$ cat src/rtl/cbfp_pkg.sv
`default_nettype none
// +----------------------------------------------------------------------------+
// | cbfp_pkg                                                                   |
// | Shared constants, exponent types and the saturating shift for cbfp_denorm. |
// | Revision: 1.0                                                              |
// +----------------------------------------------------------------------------+
package cbfp_pkg;

  localparam int IN_WIDTH    = 11;
  localparam int OUT_WIDTH   = 16;
  localparam int SHIFT_WIDTH = 5;
  localparam int DATA_NUM    = 16;
  localparam int BLK_BEATS   = 4;
  localparam int EXP_DEPTH   = 4;
  localparam int SHIFT_POLE  = 12;

  // Wide enough that the largest left shift cannot overflow before saturation.
  localparam int EXT_WIDTH = IN_WIDTH + SHIFT_POLE;
  localparam logic signed [EXT_WIDTH-1:0] SAT_MAX = EXT_WIDTH'((1 << (OUT_WIDTH - 1)) - 1);
  localparam logic signed [EXT_WIDTH-1:0] SAT_MIN = EXT_WIDTH'(-(1 << (OUT_WIDTH - 1)));

  typedef logic [SHIFT_WIDTH-1:0] exp_t;

  typedef struct packed {
    exp_t re;
    exp_t im;
  } exp_pair_t;

  function automatic logic signed [OUT_WIDTH-1:0] sat_shift(
    input logic signed [IN_WIDTH-1:0]  in_s,
    input logic signed [SHIFT_WIDTH:0] d
  );
    logic signed [EXT_WIDTH-1:0] ext;
    logic signed [EXT_WIDTH-1:0] sh;
    logic        [SHIFT_WIDTH:0] amt;
    ext = {{SHIFT_POLE{in_s[IN_WIDTH-1]}}, in_s};
    if (d < 0) begin
      amt = -d;
      sh  = ext >>> amt;
    end else begin
      amt = d;
      sh  = ext <<< amt;
    end
    if (sh > SAT_MAX) begin
      return SAT_MAX[OUT_WIDTH-1:0];
    end else if (sh < SAT_MIN) begin
      return SAT_MIN[OUT_WIDTH-1:0];
    end
    return sh[OUT_WIDTH-1:0];
  endfunction

endpackage
`default_nettype wire

$ cat src/rtl/cbfp_exp_fifo.sv
`default_nettype none
// +----------------------------------------------------------------------------+
// | cbfp_exp_fifo                                                              |
// | Synchronous FIFO of per-block exponent pairs with a combinational head.    |
// | Revision: 1.0                                                              |
// +----------------------------------------------------------------------------+
module cbfp_exp_fifo
  import cbfp_pkg::*;
#(
  parameter int DEPTH = EXP_DEPTH
) (
  input  logic      clk,
  input  logic      rst,
  input  logic      push_i,
  input  exp_pair_t wdata_i,
  input  logic      pop_i,
  output exp_pair_t rdata_o,
  output logic      full_o,
  output logic      empty_o
);

  localparam int AW = $clog2(DEPTH);

  exp_pair_t       mem_q [0:DEPTH-1];
  logic [AW-1:0]   wr_ptr_q;
  logic [AW-1:0]   rd_ptr_q;
  logic [AW:0]     count_q;
  logic [AW:0]     count_d;
  logic            push_ok;
  logic            pop_ok;

  assign full_o  = (count_q == (AW + 1)'(DEPTH));
  assign empty_o = (count_q == '0);
  assign push_ok = push_i && !full_o;
  assign pop_ok  = pop_i && !empty_o;
  assign rdata_o = mem_q[rd_ptr_q];

  always_comb begin
    count_d = count_q;
    if (push_ok && !pop_ok) begin
      count_d = count_q + 1'b1;
    end else if (!push_ok && pop_ok) begin
      count_d = count_q - 1'b1;
    end
  end

  always_ff @(posedge clk) begin
    if (rst) begin
      wr_ptr_q <= '0;
      rd_ptr_q <= '0;
      count_q  <= '0;
    end else begin
      count_q <= count_d;
      if (push_ok) wr_ptr_q <= wr_ptr_q + 1'b1;
      if (pop_ok)  rd_ptr_q <= rd_ptr_q + 1'b1;
    end
  end

  always_ff @(posedge clk) begin
    if (push_ok) begin
      mem_q[wr_ptr_q] <= wdata_i;
    end
  end

endmodule
`default_nettype wire

$ cat src/rtl/cbfp_denorm.sv
`default_nettype none
// +----------------------------------------------------------------------------+
// | cbfp_denorm                                                                |
// | Re-applies per-block CBFP exponents to 16-sample beats, 1-cycle latency.   |
// | Revision: 1.0                                                              |
// +----------------------------------------------------------------------------+
module cbfp_denorm #(
  parameter int IN_WIDTH    = cbfp_pkg::IN_WIDTH,
  parameter int OUT_WIDTH   = cbfp_pkg::OUT_WIDTH,
  parameter int SHIFT_WIDTH = cbfp_pkg::SHIFT_WIDTH,
  parameter int DATA_NUM    = cbfp_pkg::DATA_NUM,
  parameter int BLK_BEATS   = cbfp_pkg::BLK_BEATS,
  parameter int EXP_DEPTH   = cbfp_pkg::EXP_DEPTH,
  parameter int SHIFT_POLE  = cbfp_pkg::SHIFT_POLE
) (
  input  logic                   clk,
  input  logic                   rstn,
  input  logic                   din_valid,
  input  logic [IN_WIDTH-1:0]    din_real [0:DATA_NUM-1],
  input  logic [IN_WIDTH-1:0]    din_imag [0:DATA_NUM-1],
  input  logic                   exp_valid,
  input  logic [SHIFT_WIDTH-1:0] exp_re,
  input  logic [SHIFT_WIDTH-1:0] exp_im,
  output logic                   exp_ready,
  output logic                   valid_out,
  output logic                   blk_first,
  output logic [OUT_WIDTH-1:0]   dout_real [0:DATA_NUM-1],
  output logic [OUT_WIDTH-1:0]   dout_imag [0:DATA_NUM-1],
  output logic                   exp_underflow
);

  localparam int BEAT_W = (BLK_BEATS > 1) ? $clog2(BLK_BEATS) : 1;
  localparam logic [BEAT_W-1:0]      LAST_BEAT = BEAT_W'(BLK_BEATS - 1);
  localparam logic [SHIFT_WIDTH-1:0] POLE_EXP  = SHIFT_WIDTH'(SHIFT_POLE);

  cbfp_pkg::exp_pair_t fifo_wdata;
  cbfp_pkg::exp_pair_t fifo_head;
  logic                fifo_full;
  logic                fifo_empty;
  logic                blk_start;

  logic [BEAT_W-1:0]      beat_cnt_q, beat_cnt_d;
  logic [SHIFT_WIDTH-1:0] act_re_q, act_im_q;
  logic [SHIFT_WIDTH-1:0] cur_re, cur_im;
  logic signed [SHIFT_WIDTH:0] d_re, d_im;
  logic                   valid_q, first_q, underflow_q;
  logic [OUT_WIDTH-1:0]   lane_re    [0:DATA_NUM-1];
  logic [OUT_WIDTH-1:0]   lane_im    [0:DATA_NUM-1];
  logic [OUT_WIDTH-1:0]   dout_re_q  [0:DATA_NUM-1];
  logic [OUT_WIDTH-1:0]   dout_im_q  [0:DATA_NUM-1];

  assign blk_start = din_valid && (beat_cnt_q == '0);

  always_comb begin
    fifo_wdata    = '0;
    fifo_wdata.re = exp_re;
    fifo_wdata.im = exp_im;
  end

  cbfp_exp_fifo #(
    .DEPTH (EXP_DEPTH)
  ) u_exp_fifo (
    .clk     (clk),
    .rst     (rstn),
    .push_i  (exp_valid),
    .wdata_i (fifo_wdata),
    .pop_i   (blk_start),
    .rdata_o (fifo_head),
    .full_o  (fifo_full),
    .empty_o (fifo_empty)
  );

  assign exp_ready = !fifo_full;

  // Beat 0 uses the FIFO head directly; later beats reuse the latched pair.
  always_comb begin
    cur_re = act_re_q;
    cur_im = act_im_q;
    if (blk_start) begin
      if (fifo_empty) begin
        cur_re = POLE_EXP;
        cur_im = POLE_EXP;
      end else begin
        cur_re = fifo_head.re;
        cur_im = fifo_head.im;
      end
    end
  end

  assign d_re = (SHIFT_WIDTH + 1)'(SHIFT_POLE) - {1'b0, cur_re};
  assign d_im = (SHIFT_WIDTH + 1)'(SHIFT_POLE) - {1'b0, cur_im};

  always_comb begin
    beat_cnt_d = beat_cnt_q;
    if (din_valid) begin
      beat_cnt_d = (beat_cnt_q == LAST_BEAT) ? '0 : beat_cnt_q + 1'b1;
    end
  end

  for (genvar i = 0; i < DATA_NUM; i++) begin : g_lane
    assign lane_re[i] = cbfp_pkg::sat_shift($signed(din_real[i]), d_re);
    assign lane_im[i] = cbfp_pkg::sat_shift($signed(din_imag[i]), d_im);
  end

  always_ff @(posedge clk) begin
    if (rstn) begin
      beat_cnt_q  <= '0;
      act_re_q    <= POLE_EXP;
      act_im_q    <= POLE_EXP;
      valid_q     <= 1'b0;
      first_q     <= 1'b0;
      underflow_q <= 1'b0;
      dout_re_q   <= '{default: '0};
      dout_im_q   <= '{default: '0};
    end else begin
      beat_cnt_q <= beat_cnt_d;
      valid_q    <= din_valid;
      first_q    <= blk_start;
      if (blk_start) begin
        act_re_q <= cur_re;
        act_im_q <= cur_im;
        if (fifo_empty) underflow_q <= 1'b1;
      end
      if (din_valid) begin
        dout_re_q <= lane_re;
        dout_im_q <= lane_im;
      end
    end
  end

  assign valid_out     = valid_q;
  assign blk_first     = first_q;
  assign exp_underflow = underflow_q;
  assign dout_real     = dout_re_q;
  assign dout_imag     = dout_im_q;

endmodule
`default_nettype wire

$ cat config.mk
export PLATFORM = sky130hd
export DESIGN_NAME = cbfp_denorm
export DESIGN_NICKNAME = d
export VERILOG_FILES = /design/src/rtl/cbfp_pkg.sv /design/src/rtl/cbfp_exp_fifo.sv /design/src/rtl/cbfp_denorm.sv
export SDC_FILE = /design/constraint.sdc
export NUM_CORES = 2
export LEC_CHECK = 0
export BUFFER_PORTS_ARGS = -buffer_cell sky130_fd_sc_hd__buf_4
export CELL_PAD_IN_SITES_DETAIL_PLACEMENT = 1
export CELL_PAD_IN_SITES_GLOBAL_PLACEMENT = 2
export CORE_ASPECT_RATIO = 0.6
export CORE_MARGIN = 10
export CORE_UTILIZATION = 33
export DETAILED_ROUTE_END_ITERATION = 8
export PLACE_DENSITY_LB_ADDON = 0.1
export SLEW_MARGIN = 30
export SYNTH_ARGS = -nofsm -noshare
export SYNTH_HDL_FRONTEND = slang
export SYNTH_SLANG_ARGS = --single-unit
export TNS_END_PERCENT = 100
$ cat constraint.sdc
create_clock -name clk -period 7.85 [get_ports clk]
set_input_delay 0.3925 -clock clk [delete_from_list [all_inputs] [get_ports clk]]
set_output_delay 0.3925 -clock clk [all_outputs]
set_load 0.03 [all_outputs]
==> results_dict.tcl <==
set metrics [dict create \
    tns_ns 0 \
    ys_warn_count 0 \
    cts_made_buffers 68 \
    max-slew-margin-rel_pct 23.6 \
    synthDistinctLibCells 110 \
    fin_cells 11300 \
    grt_start_max_net_pins 139 \
    post_route_cells_drive_above_1_share_pct 19.1 \
    grt.total_usage_pct 42.2 \
    critPathArrivalTime_ns 7.63 \
    yosys.area_share.simple_pct 20.5 \
    cts.clk_slew.worst_paths_ns 0.07 \
    rows 121 \
    cts_tree "built" \
    setup_slack_ns 0.849 \
    period_minus_slack_ns 7.00 \
    die-area_mm2 0.201 \
    synth_common_cells "nand2_1 (1158), nor2_1 (1014), a21oi_1 (756), mux2i_1 (719), clkbuf_1 (636)" \
    synth-compound-area-share_pct 34.6 \
    post-route-period-util_pct 89.2 \
    vias_per_cell 7.05 \
    synthMuxAreaShare_pct 17.9 \
    critical_path.max_fanout 63 \
    ys_seq_area_share_pct 19.8 \
    synth_fa_ha_area_share_pct 0.220 \
    syn_nets 8854 \
    start_util_pct 33.2 \
    synth_top_area_share_pct 17.8 \
    htree_num_levels 3 \
    die_width_um 572 \
    grt-ovfl-total 0 \
    area_delta_synth_final_pct 18.7 \
    cts_root_buffer "clkbuf_16" \
    portBuffers 881 \
    max_slew.worst_pin.slew_ns 1.14 \
    synthTopCellsByArea "dfxtp_1 (18%), mux2i_1 (12%), nand2_1 (7.2%)" \
    synth.avg_cell_area_um2 7.11 \
    drc 0 \
    synth-edff-count 40 \
    maxCapViolCount 0 \
    hpwl_mm 332 \
    vias 79400 \
    wl_per_cell_um 40.0 \
    synth-main-ff-cell "dfxtp_1" \
    clk_path_buf_depth 3 \
    maxSlewViolCount 0 \
    holdCritPathClass "input port to flop" \
    synth_area_leader_cell "dfxtp_1" \
    crit_type "flop to flop" \
    die_h_um 351 \
    place.gp.congestion 1.03 \
    synth_top_family_by_area "compound AO/OA/AOI/OAI gates" \
    first_pass_iters 7 \
    grt_pass1_vias 75500 \
    syn_area_mm2 0.0603 \
    outcome "complete, no violations" \
    core_area_mm2 0.181 \
    post-synth-top-count-cell "nand2_1" \
    ys_ff_latch 576 \
    ios 882 \
    crit_path_end_kind "flop" \
    cp-start-kind "flop" \
    drt-initial-drc-count 11900 \
    cts_setup_buffers 0 \
    cts_sinks 576 \
    dp_cells 11100 \
    fmax_mhz 143 \
    grt_first_pass_wirelength_mm 620 \
    postRouteWirelength_mm 450 \
    grt_antenna_before_repair 44 \
    synthCells 8478 \
    finalHoldViolCount 0 \
    worstSkewPairLatency_ns 0.72 \
    cp_data_required_time_ns 8.48 \
    fin_util_pct 39.4 \
    layout.nets 9169 \
    pre_cts_ws_ns 1.19 \
    setup_violations 0 \
    async_reset_ff_share_pct 0 \
    ant_nets 0 \
    synth_xor_area_share_pct 0.174 \
    rsz0062_at_grt "no" \
    finalClockSkew_ns 0.0401 \
]
## layout make-up
class,count,area [um^2]
well taps,2398,3000
fillers,22400,110000
diodes,26,65.1
clock buffers,85,1880
flip-flops and latches,576,11900
inverters,69,292
multi-input cells,6905,44900
repair buffers,1173,9110
clock inverters,31,344
## registers in the layout, indices dropped and copies added (netlist names), named ones only
signal / cells
blk_first: 1
act_im_q: 5
valid_out: 1
dout_real: 256
dout_imag: 256
u_exp_fifo.mem_q: 40
exp_underflow: 1
act_re_q: 5
u_exp_fifo.count_q: 3
u_exp_fifo.rd_ptr_q: 2
beat_cnt_q: 2
u_exp_fifo.wr_ptr_q: 2
## logic make-up (layout without fill, tap and decap cells)
group,Yosys count,count (layout)
AOI/OAI and AO/OA,3070,3070
and+or+nand+nor,2902,2902
muxes,911,911
other,0,26
buffers and inverters,997,1358
adders and majority gates,10,10
DFF,576,576
xor gates and xnor gates,12,12
## metal layers
layer,global-route usage (%),wire length (um),up-vias
met5,0,361,-
met2,56.5,173000,5827
met3,17.0,64500,906
li1,-,-,32600
met1,59.7,194000,40000
met4,15.1,18800,26
## worst max-delay path, cell delays in order (launching register included)
cell and delay, ns:
dfxtp_1 0.34, inv_1 0.06, ha_1 0.14, buf_4 0.23, o311a_4 0.63, a21o_4 0.49, inv_6 0.24, ha_4 0.99
buf_4 0.57, o41ai_2 0.16, buf_4 0.38, nor2_1 0.73, a221o_1 0.60, a22o_1 0.24, a21oi_1 0.09, a41o_1 0.50
o21ai_0 0.25, o211a_1 0.20
## worst paths after layout
path                                        to  slack [ns]  cells after the start      startpoint
worst max-delay path            dout_imag[139]        0.85                     17   beat_cnt_q[0]
worst min-delay path            dout_real[192]        0.05                      3   din_real[132]
worst max register to register  dout_imag[139]        0.85                     17   beat_cnt_q[0]
worst min register to register  dout_real[119]        0.46                      2  dout_real[119]
## through the flow
stage          hold slack, ns  cell area (um^2)
2_1_floorplan           0.484             60300
3_3_place_gp            0.435             68900
3_5_place_dp            0.455             69000
4_1_cts               0.00374             71300
5_1_grt                0.0324             71400
6_report               0.0463             71500
## cell usage in the layout (no fill, tap or decap), types with 22 or more instances in the layout
cell / n
and3_1: 68
nor2_1: 991
a21oi_1: 751
a311oi_1: 90
inv_1: 57
a211oi_1: 425
o22a_1: 29
o31ai_1: 35
nor3_1: 161
o211ai_1: 149
o211a_1: 44
a21boi_0: 38
mux4_2: 127
mux2i_1: 719
or3_1: 26
a221oi_1: 64
a221o_1: 46
a21o_1: 46
a31oi_1: 148
o21ai_0: 485
o221a_2: 46
nand2b_1: 26
a2bb2oi_1: 23
o22ai_1: 132
dfxtp_1: 536
nor4_1: 24
o2bb2ai_1: 25
o21a_1: 34
edfxtp_1: 40
nand3_1: 263
a211o_1: 22
diode_2: 26
mux2_2: 65
clkbuf_16: 70
o221ai_1: 106
and2_1: 47
buf_4: 1133
a22oi_1: 68
nand2_1: 1150
## timing repair
| action | in CTS | in global routing |
|---|---|---|
| endpoints found under the hold margin | 40 | 0 |
| hold buffers | 10 | 0 |
| gates resized for setup | 0 | 0 |
Power is not shown: default switching activity piles up to over one toggle a cycle in this logic, so the estimate is an artifact.
